[config.mk]
export PLATFORM = sky130hd
export DESIGN_NAME = router_pkt_reg
export DESIGN_NICKNAME = d
export VERILOG_FILES = /design/src/rtl/router_pkg.sv /design/src/rtl/router_hold_fifo.sv /design/src/rtl/router_pkt_reg.sv
export SDC_FILE = /design/constraint.sdc
export NUM_CORES = 1
export LEC_CHECK = 0
export BUFFER_PORTS_ARGS = -buffer_cell sky130_fd_sc_hd__buf_2
export CORE_ASPECT_RATIO = 0.7
export CORE_MARGIN = 2
export CORE_UTILIZATION = 63
export DETAILED_ROUTE_END_ITERATION = 6
export GPL_ROUTABILITY_DRIVEN = 0
export HOLD_SLACK_MARGIN = 0.08
export PLACE_DENSITY = 0.84
export SYNTH_ARGS = -nofsm -noshare
export SYNTH_HDL_FRONTEND = slang
export SYNTH_SLANG_ARGS = --single-unit
[constraint.sdc]
create_clock -name clock -period 4.69 [get_ports clock]
set_input_delay 1.1725 -clock clock [delete_from_list [all_inputs] [get_ports clock]]
set_output_delay 1.1725 -clock clock [all_outputs]
set_load 0.01 [all_outputs]
[src/rtl/router_pkg.sv]
// router_pkg: shared state encoding, default parameters and header field
// helpers for the router packet register stage.
package router_pkg;

    localparam int DEF_DATA_W     = 8;
    localparam int DEF_ADDR_W     = 2;
    localparam int DEF_HOLD_DEPTH = 4;

    typedef enum logic [1:0] {
        IDLE    = 2'd0,
        PAYLOAD = 2'd1,
        DRAIN   = 2'd2
    } state_t;

    // Destination field: the low addr_w bits of the header byte.
    function automatic int hdr_dest(input int hdr, input int addr_w);
        return hdr & ((1 << addr_w) - 1);
    endfunction

    // Payload length field: everything above the destination field.
    function automatic int hdr_len(input int hdr, input int addr_w);
        return hdr >> addr_w;
    endfunction

endpackage

[src/rtl/router_hold_fifo.sv]
// router_hold_fifo: DEPTH x DATA_W circular hold buffer. The head entry is
// visible on rd_data whenever count is non-zero. A write and a read in the
// same cycle leave count unchanged. The caller never writes when full and
// never reads when empty.
module router_hold_fifo #(
    parameter int DATA_W = 8,
    parameter int DEPTH  = 4
) (
    input  logic                     clock,
    input  logic                     reset,
    input  logic                     wr_en,
    input  logic [DATA_W-1:0]        wr_data,
    input  logic                     rd_en,
    output logic [DATA_W-1:0]        rd_data,
    output logic [$clog2(DEPTH):0]   count
);

    localparam int PTR_W = $clog2(DEPTH);
    localparam int CNT_W = $clog2(DEPTH) + 1;

    logic [DATA_W-1:0] mem [DEPTH];
    logic [PTR_W-1:0]  wr_ptr;
    logic [PTR_W-1:0]  rd_ptr;

    // Storage array: written at the tail, contents need no reset.
    always_ff @(posedge clock) begin
        if (wr_en) begin
            mem[wr_ptr] <= wr_data;
        end
    end

    // Pointers wrap naturally because DEPTH is a power of two.
    always_ff @(posedge clock) begin
        if (reset) begin
            wr_ptr <= '0;
            rd_ptr <= '0;
            count  <= '0;
        end else begin
            if (wr_en) begin
                wr_ptr <= wr_ptr + PTR_W'(1);
            end
            if (rd_en) begin
                rd_ptr <= rd_ptr + PTR_W'(1);
            end
            case ({wr_en, rd_en})
                2'b10:   count <= count + CNT_W'(1);
                2'b01:   count <= count - CNT_W'(1);
                default: count <= count;
            endcase
        end
    end

    assign rd_data = mem[rd_ptr];

endmodule

[src/rtl/router_pkt_reg.sv]
// router_pkt_reg: packet register stage between the packet source and a
// destination FIFO. Decodes the header, forwards every byte in order through
// a hold buffer that absorbs destination back-pressure, and checks XOR
// parity (and optionally payload length) against the trailing parity byte.
// Build option: define ROUTER_LEN_CHECK_EN to enable the payload length
// check; when undefined len_err is tied low and the header upper bits are
// carried as opaque data.
//
// Source handshake: a byte on data_in is taken at a rising edge when busy is
// low. In IDLE the byte is a header only if pkt_valid is high; in PAYLOAD a
// byte is taken on every non-busy edge, pkt_valid high meaning payload and
// low meaning the parity byte. While busy is high the source holds data_in
// and pkt_valid. busy depends on registers only, so it is stable for the
// whole cycle. Downstream, dout_valid marks a byte written this cycle and is
// only produced for an edge at which fifo_full was low.
module router_pkt_reg
    import router_pkg::*;
#(
    parameter int DATA_W     = DEF_DATA_W,
    parameter int ADDR_W     = DEF_ADDR_W,
    parameter int HOLD_DEPTH = DEF_HOLD_DEPTH
) (
    input  logic              clock,
    input  logic              reset,
    input  logic              pkt_valid,
    input  logic [DATA_W-1:0] data_in,
    output logic              busy,
    input  logic              fifo_full,
    output logic [DATA_W-1:0] dout,
    output logic              dout_valid,
    output logic [ADDR_W-1:0] dest,
    output logic              dest_valid,
    output logic              parity_done,
    output logic              err,
    output logic              len_err,
    output logic              low_packet_valid
);

    localparam int CNT_W = $clog2(HOLD_DEPTH) + 1;

    state_t            state;
    state_t            state_nxt;
    logic              accept_hdr;
    logic              accept_pay;
    logic              accept_par;
    logic              accept;
    logic              buf_empty;
    logic              deq;
    logic              direct;
    logic              enq;
    logic [CNT_W-1:0]  buf_count;
    logic [DATA_W-1:0] buf_head;
    logic [DATA_W-1:0] parity;

    router_hold_fifo #(
        .DATA_W (DATA_W),
        .DEPTH  (HOLD_DEPTH)
    ) u_hold (
        .clock   (clock),
        .reset   (reset),
        .wr_en   (enq),
        .wr_data (data_in),
        .rd_en   (deq),
        .rd_data (buf_head),
        .count   (buf_count)
    );

    // FSM state register.
    always_ff @(posedge clock) begin
        if (reset) begin
            state <= IDLE;
        end else begin
            state <= state_nxt;
        end
    end

    // FSM next state: header opens a packet, parity byte closes it, and the
    // hold buffer must empty before the next header is taken.
    always_comb begin
        state_nxt = state;
        case (state)
            IDLE:    if (accept_hdr) state_nxt = PAYLOAD;
            PAYLOAD: if (accept_par) state_nxt = DRAIN;
            DRAIN:   if (buf_empty)  state_nxt = IDLE;
            default: state_nxt = IDLE;
        endcase
    end

    // FSM outputs: stall, byte-accept decode and hold-buffer steering.
    always_comb begin
        busy       = (buf_count == CNT_W'(HOLD_DEPTH)) || (state == DRAIN);
        accept_hdr = (state == IDLE)    &&  pkt_valid && !busy;
        accept_pay = (state == PAYLOAD) &&  pkt_valid && !busy;
        accept_par = (state == PAYLOAD) && !pkt_valid && !busy;
        accept     = accept_hdr || accept_pay || accept_par;
        buf_empty  = (buf_count == '0);
        deq        = !buf_empty && !fifo_full;
        // A new byte may bypass the buffer only when nothing older is queued.
        direct     = accept && buf_empty && !fifo_full;
        enq        = accept && !direct;
    end

    // Downstream byte register: queued bytes drain before any new byte.
    always_ff @(posedge clock) begin
        if (reset) begin
            dout       <= '0;
            dout_valid <= 1'b0;
        end else if (deq) begin
            dout       <= buf_head;
            dout_valid <= 1'b1;
        end else if (direct) begin
            dout       <= data_in;
            dout_valid <= 1'b1;
        end else begin
            dout_valid <= 1'b0;
        end
    end

    // Header decode, running parity and end-of-packet status flags.
    always_ff @(posedge clock) begin
        if (reset) begin
            dest             <= '0;
            dest_valid       <= 1'b0;
            parity           <= '0;
            parity_done      <= 1'b0;
            low_packet_valid <= 1'b0;
            err              <= 1'b0;
        end else begin
            dest_valid <= accept_hdr;
            if (accept_hdr) begin
                dest             <= ADDR_W'(hdr_dest(int'(data_in), ADDR_W));
                parity           <= data_in;
                parity_done      <= 1'b0;
                low_packet_valid <= 1'b0;
            end else if (accept_pay) begin
                parity <= parity ^ data_in;
            end else if (accept_par) begin
                parity_done      <= 1'b1;
                low_packet_valid <= 1'b1;
                err              <= (parity != data_in);
            end
        end
    end

`ifdef ROUTER_LEN_CHECK_EN
    localparam int LEN_W = DATA_W - ADDR_W;
    // Counter saturates at 2**LEN_W so it can never wrap back to a match.
    localparam logic [LEN_W:0] PAY_SAT = {1'b1, {LEN_W{1'b0}}};
    localparam logic [LEN_W:0] PAY_ONE = {{LEN_W{1'b0}}, 1'b1};

    logic [LEN_W-1:0] len_q;
    logic [LEN_W:0]   pay_cnt;

    // Payload counter and length comparison at the parity byte.
    always_ff @(posedge clock) begin
        if (reset) begin
            len_q   <= '0;
            pay_cnt <= '0;
            len_err <= 1'b0;
        end else if (accept_hdr) begin
            len_q   <= LEN_W'(hdr_len(int'(data_in), ADDR_W));
            pay_cnt <= '0;
        end else if (accept_pay) begin
            if (pay_cnt != PAY_SAT) begin
                pay_cnt <= pay_cnt + PAY_ONE;
            end
        end else if (accept_par) begin
            len_err <= (pay_cnt != {1'b0, len_q});
        end
    end
`else
    assign len_err = 1'b0;
`endif

endmodule

==> results.toml, run 1 <==
[sta]
tightest_slew_ns = 0.6817
timing.final.crit_share_pct = 60.74
hold_slack_ns = 0.4795
rsz0062_at_grt = "no"
report.final.slew_viol_count = 0
setup-violations-final = 0
tns_ns = 0
max_slew_margin_pct = 54.55
fmax_ghz = 0.3510
period_needed_ns = 2.849
skew_ns = 0.008017
hold_violations = 0

[synthesis]
ys_dominant_reg_cell = "dfxtp_1"
synthArstFlopShare_pct = 0
ys_types = 45
synth_nets = 263
synth.most_common_cell = "dfxtp_1"
synth_top_area_cell = "edfxtp_1"
seq_area_frac_synth_pct = 55.22
synthTopCellsByCount = "33 x dfxtp_1, 32 x edfxtp_1, 24 x nor2_1"
avgSynthCellArea_um2 = 11.99
synth_top_area_share_pct = 32.72
synth.area.top_cells = "edfxtp_1 33%, dfxtp_1 22%, mux4_2 6.1%"
yosys_warnings = 0
synth_edf_count = 32
synth_cells = 245
ys_ff_latch = 65
netlist_area_um2 = 2937

[worst_setup_path]
required_ns = 4.95
cp-end-kind = "flop"
worstPathArrival_ns = 3.11
path_cells = "buf_2, or2_1, inv_6, ha_1, inv_1, fa_1, xor2_1, or3_1, a21oi_1"
cp_slowest_cell = "or2_1"
startpoint_type = "input pin"
crit_buf_inv = 3
path_class = "input pin to flop"
critPathMaxStageDelay_ns = 0.39
cp_max_fo = 10
cp_top_family = "simple AND/OR/NAND/NOR gates"

[drt]
vias = 1922
drt_wl_total_mm = 5.612
initialDrtViolationCount = 144
wire_per_inst_um = 17.01
drt-pass1-iter-count = 4
drc = 0
viasPerCell = 5.824
antenna_left = 0

[clock_network]
cts_resized = 0
hold_buffers = 0
cts_made_buffers = 9
clockBufferDepth = 2
cts_tree = "done"
root_buffer = "clkbuf_8"
cts.sinks = 65
postCtsSetupBuffers = 0
clk_latency_ns = 0.34
htree_num_levels = 3
clkTransAtPathRegs_ns = 0.06

[die]
initial_utilization_pct = 66.68
rows = 20
coreArea_um2 = 4404
die_w_um = 85.60
die_area_um2 = 5232
die_h_um = 61.12
pin_count = 29

[global_route]
antenna_found_initial = 0
grt_util_met1_pct = 30.23
overflow = 0
grt_max_degree = 33
use_met3_pct = 8.579
gr-max-usage-layer = "met2"
grt_pass1_vias = 1816
grt_use_met2_pct = 38.84
grtUsageTotal_pct = 23.91
grt_first_pass_wirelength_mm = 8.956

[cells_and_area]
postLayoutCellArea_um2 = 3253
syn2layout_area_growth_pct = 10.78
nets = 288
drive_gt1_share_pct = 24.36
diodes = 0

[run]
cap_violations = 0

[power_and_ir_drop]
p_leak_nw = 1.186
p_per_area_nw_per_um2 = 547.8
peakVddDrop_v = 0.0003019

[place]
dpl_cell_area_um2 = 3049
dp_hpwl_mm = 3.899
portBuffers = 27

[status]
outcome = "finished clean"

[worst_hold_path]
hold_class = "flop to flop"
[placed cells by master (no fill, tap or decap), types with 6 or more instances in the layout]
cell type  netlist  routed
a21oi_1         14      14
buf_2            1      27
nor2b_1          8       8
dfxtp_1         33      33
inv_1            6       6
xnor2_1         11      11
nor2_1          24      24
clkbuf_8         0       9
nor3_1          10      10
edfxtp_1        32      32
nand2_1         20      20
a311oi_2         8       8
o21ai_0         14      14
mux4_2           8       8
[logic make-up after synthesis]
family / synth area share [%]
other cells: 0.1277
xor+xnor: 3.877
buf+inv: 4.558
simple gates: 14.87
mux: 6.817
compound gates: 11.72
fa+ha+maj: 2.812
flops: 55.22
[final cells by class]
class,instances,area (um^2)
Clock buffer,13,138.9
Clock inverter,3,65.06
Fill cell,303,1151
Inverter,8,35.03
Multi-Input combinational cell,158,1181
Sequential cell,65,1622
Tap cell,55,68.82
Timing Repair Buffer,28,142.6
[metal layers]
layer	vias up	part of all wire, %
li1	920	-
met1	923	44
met2	74	47
met3	5	8.1
met4	0	0.82
met5	-	0
[worst min-delay path, stage by stage, from the launching register on]
cell	delay, ns
dfxtp_1	0.31
o21ai_0	0.06
a21oi_1	0.06
[flip-flops by register name, summed over array words and instances (netlist names), named ones only]
| name | cells |
|---|---|
| u_hold.rd_ptr | 2 |
| dout_valid | 1 |
| low_packet_valid | 1 |
| dout | 8 |
| u_hold.wr_ptr | 2 |
| u_hold.mem | 32 |
| dest_valid | 1 |
| dest | 2 |
| parity | 8 |
| state | 2 |
| u_hold.count | 3 |
| err | 1 |
[worst paths after layout]
path	from	endpoint	slack, ns	cells past startpoint
setup / recovery	fifo_full	u_hold.count[2]	1.84	9
hold / removal	dest[1]	dest[1]	0.48	2
setup reg to reg	u_hold.count[0]	u_hold.count[2]	2.26	9
hold reg to reg	dest[1]	dest[1]	0.48	2
[through the flow]
stage                     power (mW)  setup WS (ns)  util (%)  cells
after floorplan                1.184          1.866         -    245
after global placement         1.271          1.592     69.23    314
after detailed placement       1.300          1.493     69.23    314
after CTS                      1.797          1.854     73.86    330
after global routing           1.879          1.712     73.86    330
final                          1.782          1.841     73.86    330
[power breakdown]
part           switching, mW  internal, mW  leakage [nW]
Combinational          0.275         0.218         0.520
Sequential            0.0898         0.703         0.564
Clock                  0.197         0.299         0.102
Total                  0.561          1.22          1.19
Power figures use the tool's default switching activity.
==> run 2: changes to the inputs <==
- CORE_UTILIZATION: 63 -> 58
- PLACE_DENSITY: 0.84 -> 0.78
- clock period: 4.69 -> 2.7 ns (I/O delays scaled with it)
==> run 2 against run 1 <==
- total power is 68% higher
- clock power is 54% higher
- final cell count grew 5.2%
- combinational power increased by 75%
- clock skew increased by 0.0058 ns
- first-iteration DRC count grew 21%
- register-to-register slack got worse by 1.8 ns
- sequential share of layout area decreased by 0.19 points
- setup slack worse by 1.4 ns
- design area up 0.38%
- sequential cell count is the same
- largest power group unchanged
==> results.toml, run 2 (synthesis gave the netlist of run 1 again) <==
[die]
initial_utilization_pct = 60.74
die_w_um = 89.05
die_area_um2 = 5657
die_h_um = 63.53
rows = 21
pin_count = 29
coreArea_um2 = 4835

[worst_hold_path]
worstHoldStart = "dest[1]"
whs_path_depth = 2
hold_class = "flop to flop"
hold_end = "dest[1]"

[worst_setup_path]
timing.rr.end = "u_hold.count[2]"
required_ns = 2.97
cp_max_fo = 10
cp-end-kind = "flop"
reg2regPathDepth = 9
worstPathArrival_ns = 2.50
startpoint_type = "flop"
rrSetupSlack_ns = 0.47
crit_buf_inv = 2
cp_slowest_cell = "dfxtp_1"
critPathMaxStageDelay_ns = 0.45
cp_top_family = "simple AND/OR/NAND/NOR gates"
r2r_start = "u_hold.count[0]"
path_cells = "nor3_4, or2_1, inv_6, ha_1, inv_1, fa_1, xor2_1, or3_1, a21oi_1"
path_class = "flop to flop"

[cells_and_area]
top_register = "u_hold.mem"
fill_cells = 387
largest_reg_flops = 32
drive_gt1_share_pct = 24.46
layout_commonest_cell = "dfxtp_1"
nets = 291
diodes = 0
reg_top3 = "u_hold.mem x32, dout x8, parity x8"
syn2layout_area_growth_pct = 11.21
layout_common_cells = "33 x dfxtp_1, 32 x edfxtp_1, 27 x buf_2"

[drt]
initialDrtViolationCount = 174
wire_per_inst_um = 15.37
antenna_left = 0
viasPerCell = 5.447
drt-pass1-iter-count = 4
vias = 1890
drc = 0
drt_wl_total_mm = 5.333

[power_and_ir_drop]
p_per_area_nw_per_um2 = 914.8
p_total_mw = 2.988
peakVddDrop_v = 0.0005030
p_leak_nw = 1.184

[sta]
tightest_slew_ns = 0.7087
rsz0062_at_grt = "no"
max_slew_margin_pct = 52.75
timing.final.crit_share_pct = 82.77
report.final.slew_viol_count = 0
setup-violations-final = 0
skew_ns = 0.01378
fmax_ghz = 0.4475
tns_ns = 0
hold_violations = 0
period_needed_ns = 2.235

[clock_network]
cts.sinks = 65
hold_buffers = 0
cts_made_buffers = 9
cts_tree = "done"
root_buffer = "clkbuf_8"
clockBufferDepth = 2
cts_resized = 0
htree_num_levels = 3
clk_latency_ns = 0.34
clkTransAtPathRegs_ns = 0.06
postCtsSetupBuffers = 0

[status]
outcome = "finished clean"

[global_route]
overflow = 0
grtUsageTotal_pct = 21.09
grt_pass1_vias = 1749
grt_max_degree = 33
grt_first_pass_wirelength_mm = 8.735
antenna_found_initial = 0

[place]
dp_hpwl_mm = 3.570
portBuffers = 27

[run]
cap_violations = 0
## run 2: cell types whose count changed in the layout (fill, tap and decap cells not counted), sizes merged
cell	previous run	this run
clkbuf	13	15
clkinv	1	0
buf	28	31
bufinv	2	1
## run 2: metrics by stage
stage	instance area (um^2)	setup slack, ns	instances	util (%)	hold WS (ns)
after floorplan	2937	0.3739	245	-	0.4882
after global routing	3266	0.3284	347	67.55	0.5097
after detailed placement	3089	0.1687	331	63.90	0.4661
final	3266	0.4653	347	67.55	0.4767
after global placement	3089	0.2149	331	63.90	0.4611
after CTS	3266	0.4478	347	67.55	0.4750
## run 2: worst reg2reg max path, cell delays in order, from the launching register on
cell and delay [ns]:
dfxtp_1 0.45, nor3_4 0.09, or2_1 0.28, inv_6 0.12
ha_1 0.19, inv_1 0.06, fa_1 0.37, xor2_1 0.16
or3_1 0.31, a21oi_1 0.14
## run 2: cell type report
cell class	instances	area, um^2	area share [%]
timing repair buffer	31	165.2	5.057
clock inverter	1	30.03	0.9195
sequential	65	1622	49.66
clock buffer	15	146.4	4.483
inverter	8	35.03	1.073
multi-input combinational	158	1181	36.17
tap	69	86.33	2.644
## run 2: power by group
part | internal (mW) | total (mW) | switching, mW
Clock | 0.429 | 0.765 | 0.336
Combinational | 0.389 | 0.864 | 0.475
Sequential | 1.22 | 1.36 | 0.138
Total | 2.04 | 2.99 | 0.948
## run 2: metal layers
metal / vias to the layer above / global-route usage [%] / share of wire (%)
li1: 932 / - / -
met1: 904 / 30.77 / 50
met2: 43 / 29.48 / 44
met3: 11 / 6.684 / 5.2
met4: 0 / 7.836 / 1.4
met5: - / 0 / 0
## run 2: worst max-delay path by stage
stage,start,endpoint,slack [ns],cells past startpoint
2_1_floorplan,fifo_full,u_hold.count[2],0.37,9
3_3_place_gp,fifo_full,u_hold.count[2],0.21,9
3_5_place_dp,fifo_full,u_hold.count[2],0.17,9
4_1_cts,u_hold.count[0],u_hold.count[2],0.45,9
5_1_grt,u_hold.count[0],u_hold.count[2],0.33,9
6_report,u_hold.count[0],u_hold.count[2],0.47,9
